### config.mk
export PLATFORM = sky130hd
export DESIGN_NAME = seg_scan_driver
export DESIGN_NICKNAME = d
export VERILOG_FILES = /design/src/rtl/seg_scan_driver.sv
export SDC_FILE = /design/constraint.sdc
export NUM_CORES = 1
export LEC_CHECK = 0
export CORE_UTILIZATION = 40
export CTS_CLUSTER_DIAMETER = 60
export DETAILED_ROUTE_END_ITERATION = 7
export PLACE_DENSITY = 0.68
export SLEW_MARGIN = 20
export SYNTH_ARGS = -nofsm -noshare
export SYNTH_HDL_FRONTEND = slang
export SYNTH_SLANG_ARGS = --single-unit
### constraint.sdc
create_clock -name clk_100M -period 3.7 [get_ports clk_100M]
set_clock_uncertainty 0.05 [all_clocks]
set_input_delay 1.11 -clock clk_100M [delete_from_list [all_inputs] [get_ports clk_100M]]
set_output_delay 1.11 -clock clk_100M [all_outputs]
set_load 0.01 [all_outputs]
### src/rtl/seg_scan_driver.sv
// -----------------------------------------------------------------------------
// seg_scan_driver
//
// Multiplexed seven-segment scan driver for DIGIT_CNT digits. A new value is
// captured into a pending buffer on load_i and only copied to the display
// buffer on the frame boundary (the tick where the scan index wraps back to
// digit 0). A half-updated frame is therefore never shown.
//
// Optional build macro:
//   SEG_SCAN_LZ_BLANK_EN - leading-zero suppression. Digits k>0 whose nibble
//                          and all higher nibbles are zero show no segments
//                          a..g. Their dp bit is still shown. Without the
//                          macro, every digit shows its nibble.
//
// Parameters:
//   DIGIT_CNT        number of digits scanned (1..16)
//   SCAN_DIV         clock cycles each digit stays lit (>=2)
//   SEG_ACTIVE_HIGH  1: segment lit on 1, 0: lit on 0
//   SEL_ACTIVE_HIGH  1: digit selected on 1, 0: selected on 0
//
// Ports:
//   clk_100M    system clock
//   reset_n     asynchronous reset, active-low
//   number_i    packed hex nibbles, nibble k -> digit k (digit 0 rightmost)
//   dp_i        decimal point per digit, 1 = lit
//   load_i      one-cycle strobe capturing number_i/dp_i into pending buffer
//   blank_i     1 = all segments and dp dark (scan keeps running)
//   seg_o       {dp,g,f,e,d,c,b,a}, registered, polarity per SEG_ACTIVE_HIGH
//   sel_o       one-hot digit select, registered, polarity per SEL_ACTIVE_HIGH
//   upd_done_o  one-cycle pulse after pending buffer is committed
//   pending_o   1 while a captured value awaits commit
// -----------------------------------------------------------------------------
module seg_scan_driver #(
    parameter int DIGIT_CNT       = 8,
    parameter int SCAN_DIV        = 12500,
    parameter int SEG_ACTIVE_HIGH = 1,
    parameter int SEL_ACTIVE_HIGH = 1
) (
    input  logic                   clk_100M,
    input  logic                   reset_n,
    input  logic [4*DIGIT_CNT-1:0] number_i,
    input  logic [DIGIT_CNT-1:0]   dp_i,
    input  logic                   load_i,
    input  logic                   blank_i,
    output logic [7:0]             seg_o,
    output logic [DIGIT_CNT-1:0]   sel_o,
    output logic                   upd_done_o,
    output logic                   pending_o
);

    localparam int IDX_W = (DIGIT_CNT > 1) ? $clog2(DIGIT_CNT) : 1;
    localparam int PS_W  = (SCAN_DIV > 1) ? $clog2(SCAN_DIV) : 1;

    localparam logic [PS_W-1:0]      PS_LAST  = PS_W'(SCAN_DIV - 1);
    localparam logic [IDX_W-1:0]     IDX_LAST = IDX_W'(DIGIT_CNT - 1);
    // Inactive (dark) levels of the output lines for the chosen polarity.
    localparam logic [7:0]           SEG_IDLE = {8{SEG_ACTIVE_HIGH == 0}};
    localparam logic [DIGIT_CNT-1:0] SEL_IDLE = {DIGIT_CNT{SEL_ACTIVE_HIGH == 0}};

    // Hex to segment decode, active-high, bit0 = a.
    function automatic logic [6:0] hex_to_seg(input logic [3:0] nib);
        logic [6:0] s;
        case (nib)
            4'h0: s = 7'h3F;
            4'h1: s = 7'h06;
            4'h2: s = 7'h5B;
            4'h3: s = 7'h4F;
            4'h4: s = 7'h66;
            4'h5: s = 7'h6D;
            4'h6: s = 7'h7D;
            4'h7: s = 7'h07;
            4'h8: s = 7'h7F;
            4'h9: s = 7'h6F;
            4'hA: s = 7'h77;
            4'hB: s = 7'h7C;
            4'hC: s = 7'h39;
            4'hD: s = 7'h5E;
            4'hE: s = 7'h79;
            default: s = 7'h71;
        endcase
        return s;
    endfunction

    // State registers
    logic [PS_W-1:0]        prescale_reg, prescale_next;
    logic [IDX_W-1:0]       idx_reg, idx_next;
    logic [4*DIGIT_CNT-1:0] pend_num_reg, pend_num_next;
    logic [DIGIT_CNT-1:0]   pend_dp_reg, pend_dp_next;
    logic                   pending_reg, pending_next;
    logic [4*DIGIT_CNT-1:0] disp_num_reg, disp_num_next;
    logic [DIGIT_CNT-1:0]   disp_dp_reg, disp_dp_next;
    logic                   upd_done_reg, upd_done_next;
    logic [7:0]             seg_reg, seg_next;
    logic [DIGIT_CNT-1:0]   sel_reg, sel_next;

    // Combinational helpers
    logic                   tick;
    logic                   frame_tick;
    logic                   commit;
    logic [DIGIT_CNT-1:0]   sel_onehot;
    logic [DIGIT_CNT-1:0]   suppress;
    logic [3:0]             cur_nib;
    logic                   cur_dp;
    logic                   cur_sup;
    logic [7:0]             seg_raw;

    // Per-digit select decode and leading-zero mask.
    for (genvar gi = 0; gi < DIGIT_CNT; gi++) begin : g_digit
        assign sel_onehot[gi] = (idx_reg == IDX_W'(gi));
`ifdef SEG_SCAN_LZ_BLANK_EN
        if (gi == 0) begin : g_lsd
            // The rightmost digit always shows, so a value of zero reads "0".
            assign suppress[gi] = 1'b0;
        end else begin : g_upper
            // Dark when this nibble and every nibble above it are zero.
            assign suppress[gi] = (disp_num_reg[4*DIGIT_CNT-1:4*gi] == '0);
        end
`else
        assign suppress[gi] = 1'b0;
`endif
    end

    // Scan timing and buffer control
    always_comb begin
        tick       = (prescale_reg == PS_LAST);
        frame_tick = tick && (idx_reg == IDX_LAST);
        commit     = frame_tick && pending_reg;

        prescale_next = tick ? '0 : prescale_reg + 1'b1;

        idx_next = idx_reg;
        if (tick) begin
            idx_next = (idx_reg == IDX_LAST) ? '0 : idx_reg + 1'b1;
        end

        // The commit reads the pending buffer before this edge, so a load in
        // the same cycle is captured for the following frame.
        pend_num_next = load_i ? number_i : pend_num_reg;
        pend_dp_next  = load_i ? dp_i     : pend_dp_reg;
        pending_next  = pending_reg;
        if (load_i) begin
            pending_next = 1'b1;
        end else if (commit) begin
            pending_next = 1'b0;
        end

        disp_num_next = commit ? pend_num_reg : disp_num_reg;
        disp_dp_next  = commit ? pend_dp_reg  : disp_dp_reg;
        upd_done_next = commit;
    end

    // Output content for the digit currently indexed
    always_comb begin
        cur_nib = '0;
        cur_dp  = 1'b0;
        cur_sup = 1'b0;
        for (int k = 0; k < DIGIT_CNT; k++) begin
            if (idx_reg == IDX_W'(k)) begin
                cur_nib = disp_num_reg[4*k +: 4];
                cur_dp  = disp_dp_reg[k];
                cur_sup = suppress[k];
            end
        end

        seg_raw = {cur_dp, cur_sup ? 7'h00 : hex_to_seg(cur_nib)};
        if (blank_i) begin
            seg_raw = 8'h00;
        end

        seg_next = (SEG_ACTIVE_HIGH != 0) ? seg_raw : ~seg_raw;
        sel_next = (SEL_ACTIVE_HIGH != 0) ? sel_onehot : ~sel_onehot;
    end

    always_ff @(posedge clk_100M or negedge reset_n) begin
        if (!reset_n) begin
            prescale_reg <= '0;
            idx_reg      <= '0;
            pend_num_reg <= '0;
            pend_dp_reg  <= '0;
            pending_reg  <= 1'b0;
            disp_num_reg <= '0;
            disp_dp_reg  <= '0;
            upd_done_reg <= 1'b0;
            seg_reg      <= SEG_IDLE;
            sel_reg      <= SEL_IDLE;
        end else begin
            prescale_reg <= prescale_next;
            idx_reg      <= idx_next;
            pend_num_reg <= pend_num_next;
            pend_dp_reg  <= pend_dp_next;
            pending_reg  <= pending_next;
            disp_num_reg <= disp_num_next;
            disp_dp_reg  <= disp_dp_next;
            upd_done_reg <= upd_done_next;
            seg_reg      <= seg_next;
            sel_reg      <= sel_next;
        end
    end

    assign seg_o      = seg_reg;
    assign sel_o      = sel_reg;
    assign upd_done_o = upd_done_reg;
    assign pending_o  = pending_reg;

endmodule
==> flow_summary.json <==
{
  "clock.fmax_mhz": 318,
  "final_util_pct": 51.3,
  "first_pass_iters": 4,
  "setup_viol": 0,
  "worstHoldEndpoint": "prescale_reg[0]$_DFF_PN0_",
  "synth_ff_type": "sky130_fd_sc_hd__dfrtp_1",
  "layout-drive-gt1-share_pct": 26.7,
  "postRouteAntennaNets": 0,
  "shortest_clock_period_the_worst_path_allows_after_layout_ns": 3.15,
  "fin_nets": 507,
  "first_global_vias": 3223,
  "min_delay_path_depth": 1,
  "rsz0062_at_grt": "no",
  "pin_count_of_the_biggest_net_entering_global_routing": 67,
  "die_h_um": 117,
  "clk_buf_depth": 2,
  "detail_route.wl_per_cell_um": 15.3,
  "dp_hpwl_mm": 6.55,
  "cts.root.buffer_cell": "sky130_fd_sc_hd__clkbuf_16",
  "routed_wirelength_mm": 9.70,
  "die_wd_um": 117,
  "synth.cell_area_sq_um": 5270,
  "average_via_count_per_standard_cell": 4.99,
  "worst-slew-pin-transition_ns": 0.909,
  "num_io_pins": 62,
  "synth_cell_types": 53,
  "critical_path.endpoint_type": "flop",
  "port_buffers": 61,
  "power.density_nw_per_um2": 452,
  "cp.required_ns": 3.95,
  "floorplan.initialDensity_pct": 41.4,
  "cts.htree.levels": 4,
  "setup_tns_ns": 0,
  "min_period_over_period_pct": 85.1,
  "cts.sinks": 115,
  "clkLatencyLatePin_ns": 0.40,
  "critPathLaunchType": "flop",
  "syn2layout_area_growth_pct": 23.9,
  "antenna_cells_inserted": 0,
  "data_arrival_time_of_the_worst_path_ns": 3.40,
  "ff2ff_path_depth": 9,
  "clk_transition_reported_paths_ns": 0.05,
  "hold_path.class": "reg2reg",
  "criticalPathCategory": "reg2reg",
  "yosys_warnings": 0,
  "post_synth_main_area_contributors": "sky130_fd_sc_hd__dfrtp_1 (55%), sky130_fd_sc_hd__mux2_4 (11%), sky130_fd_sc_hd__mux2_2 (9.0%)",
  "leakagePower_nw": 3.04,
  "cts_hold_buffers": 0,
  "post-synth-top-area-cell": "sky130_fd_sc_hd__dfrtp_1",
  "core_sq_um": 12700,
  "pre_cts_slack_ns": 0.585,
  "layout.cells.most_common": "sky130_fd_sc_hd__dfrtp_1",
  "worstReg2RegStart": "idx_reg[2]$_DFFE_PN0N_",
  "yosys_register_bits": 115,
  "cts_tree": "built",
  "cp-startpoint": "idx_reg[2]$_DFFE_PN0N_",
  "r2r-end": "seg_o[0]$_DFF_PN0_",
  "slew-limit-headroom_pct": 39.4,
  "gr_usage_total_pct": 16.0,
  "cts-resized-gates": 0,
  "first_iter_violations": 156,
  "final_cells": 633,
  "asyncSetResetFlopFracSynth_pct": 100,
  "overflow": 0,
  "slew_viol_final": 0,
  "fin_ws_ns": 0.551,
  "seq_area_frac_synth_pct": 54.6,
  "floorplan.rows": 41,
  "cts-buffers-inserted": 17,
  "status": "finished, final reports clean",
  "gp_routability_congestion": 0.831,
  "synth-edff-count": 0,
  "numPlacedInstances": 603,
  "vdd.ir_drop.worst_mv": 0.460,
  "drc": 0,
  "critical_path.max_fanout": 18,
  "post_synth.cell_area_avg_sq_um": 13.6,
  "layout.cells.most_common_list": "sky130_fd_sc_hd__dfrtp_1 (115), sky130_fd_sc_hd__clkdlybuf4s50_1 (59), sky130_fd_sc_hd__mux2_2 (42), sky130_fd_sc_hd__mux2_4 (39), sky130_fd_sc_hd__inv_1 (19)",
  "drv_cap": 0,
  "start_point_of_the_worst_min_delay_path": "prescale_reg[0]$_DFF_PN0_",
  "cts_setup_buffers": 0,
  "p_total_mw": 2.95,
  "n_fill_cell": 1141,
  "route.vias.total": 3159,
  "hold_viol": 0,
  "initial_antenna_violation_count": 0,
  "synthesis.nets": 445,
  "floorplan.die_area_sq_um": 13600,
  "synth_cells": 388,
  "synth_top_area_share_pct": 54.6,
  "grt_pass1_wl_mm": 16.2,
  "regToRegSetupSlack_ns": 0.55
}
[per-stage QoR]
stage / hold slack [ns] / instance area (sq um)
global placement: 0.420 / 5990
global route: 0.447 / 6530
finish: 0.430 / 6530
detailed placement: 0.430 / 5990
floorplan: 0.397 / 5270
CTS: 0.437 / 6530
[area by class of cell]
| type | count | area (sq um) | share of cell area [%] |
|---|---|---|---|
| flip-flops and latches | 115 | 2880 | 44.1 |
| repair buffers | 64 | 638 | 9.78 |
| inverters | 19 | 71.3 | 1.09 |
| well taps | 172 | 215 | 3.30 |
| clock inverters | 5 | 52.6 | 0.805 |
| multi-input cells | 233 | 2190 | 33.5 |
| clock buffers | 25 | 485 | 7.44 |
[cells in the mapped netlist, types with 2 or more instances]
library cell	count
sky130_fd_sc_hd__dfrtp_1	115
sky130_fd_sc_hd__mux2_2	42
sky130_fd_sc_hd__mux2_4	39
sky130_fd_sc_hd__inv_1	19
sky130_fd_sc_hd__nor2_1	18
sky130_fd_sc_hd__ha_1	13
sky130_fd_sc_hd__nand2_1	13
sky130_fd_sc_hd__nand3_1	11
sky130_fd_sc_hd__nor2b_1	11
sky130_fd_sc_hd__a21oi_1	10
sky130_fd_sc_hd__xor2_1	7
sky130_fd_sc_hd__xnor2_1	6
sky130_fd_sc_hd__buf_1	5
sky130_fd_sc_hd__buf_2	5
sky130_fd_sc_hd__buf_6	5
sky130_fd_sc_hd__nand3b_1	5
sky130_fd_sc_hd__a221oi_2	4
sky130_fd_sc_hd__nor3_1	4
sky130_fd_sc_hd__a21o_1	3
sky130_fd_sc_hd__a311oi_1	3
sky130_fd_sc_hd__buf_4	3
sky130_fd_sc_hd__clkbuf_1	3
sky130_fd_sc_hd__o21ai_0	3
sky130_fd_sc_hd__o22ai_1	3
sky130_fd_sc_hd__a211o_1	2
sky130_fd_sc_hd__a211oi_1	2
sky130_fd_sc_hd__a221o_1	2
sky130_fd_sc_hd__a221oi_1	2
sky130_fd_sc_hd__and3_1	2
sky130_fd_sc_hd__mux2i_1	2
sky130_fd_sc_hd__nand4_1	2
sky130_fd_sc_hd__nor3b_1	2
sky130_fd_sc_hd__o32a_1	2
[metal layers]
layer  track usage, %  routed length (um)  vias up
li1                 -                   -     1501
met1             20.6                4500     1571
met2             24.4                4620       71
met3             5.36                 363       16
met4             7.43                 216        0
met5                0                   0        -
[worst max-delay path: stages, from the launching register on]
cell and delay [ns]:
sky130_fd_sc_hd__dfrtp_1 0.66, sky130_fd_sc_hd__inv_1 0.17, sky130_fd_sc_hd__ha_1 0.33, sky130_fd_sc_hd__or2_4 0.29, sky130_fd_sc_hd__a221oi_1 0.25, sky130_fd_sc_hd__o22ai_1 0.15, sky130_fd_sc_hd__o2bb2ai_1 0.25, sky130_fd_sc_hd__ha_1 0.26
sky130_fd_sc_hd__or4_1 0.52, sky130_fd_sc_hd__o311ai_1 0.10
[worst max-delay path by stage]
| stage | endpoint | cells past startpoint |
|---|---|---|
| floorplan | seg_o[0]$_DFF_PN0_ | 9 |
| global placement | seg_o[0]$_DFF_PN0_ | 9 |
| detailed placement | seg_o[0]$_DFF_PN0_ | 9 |
| CTS | seg_o[6]$_DFF_PN0_ | 9 |
| global route | seg_o[6]$_DFF_PN0_ | 9 |
| finish | seg_o[0]$_DFF_PN0_ | 9 |
[cell families after synthesis]
family	share of synthesized area (%)
multiplexers	20.5
AO/OA/AOI/OAI	7.58
AND/OR/NAND/NOR	8.19
adder cells (fa/ha/maj)	3.09
buffers and inverters	3.89
XOR/XNOR	2.16
flip-flops	54.6
[where the power goes]
group | leakage [nW] | internal, mW | total [mW] | switching (mW)
Combinational | 1.30 | 0.0879 | 0.141 | 0.0533
Clock | 0.263 | 0.963 | 1.48 | 0.514
Sequential | 1.48 | 1.31 | 1.33 | 0.0249
No activity file was read; power rests on OpenSTA's default activity.
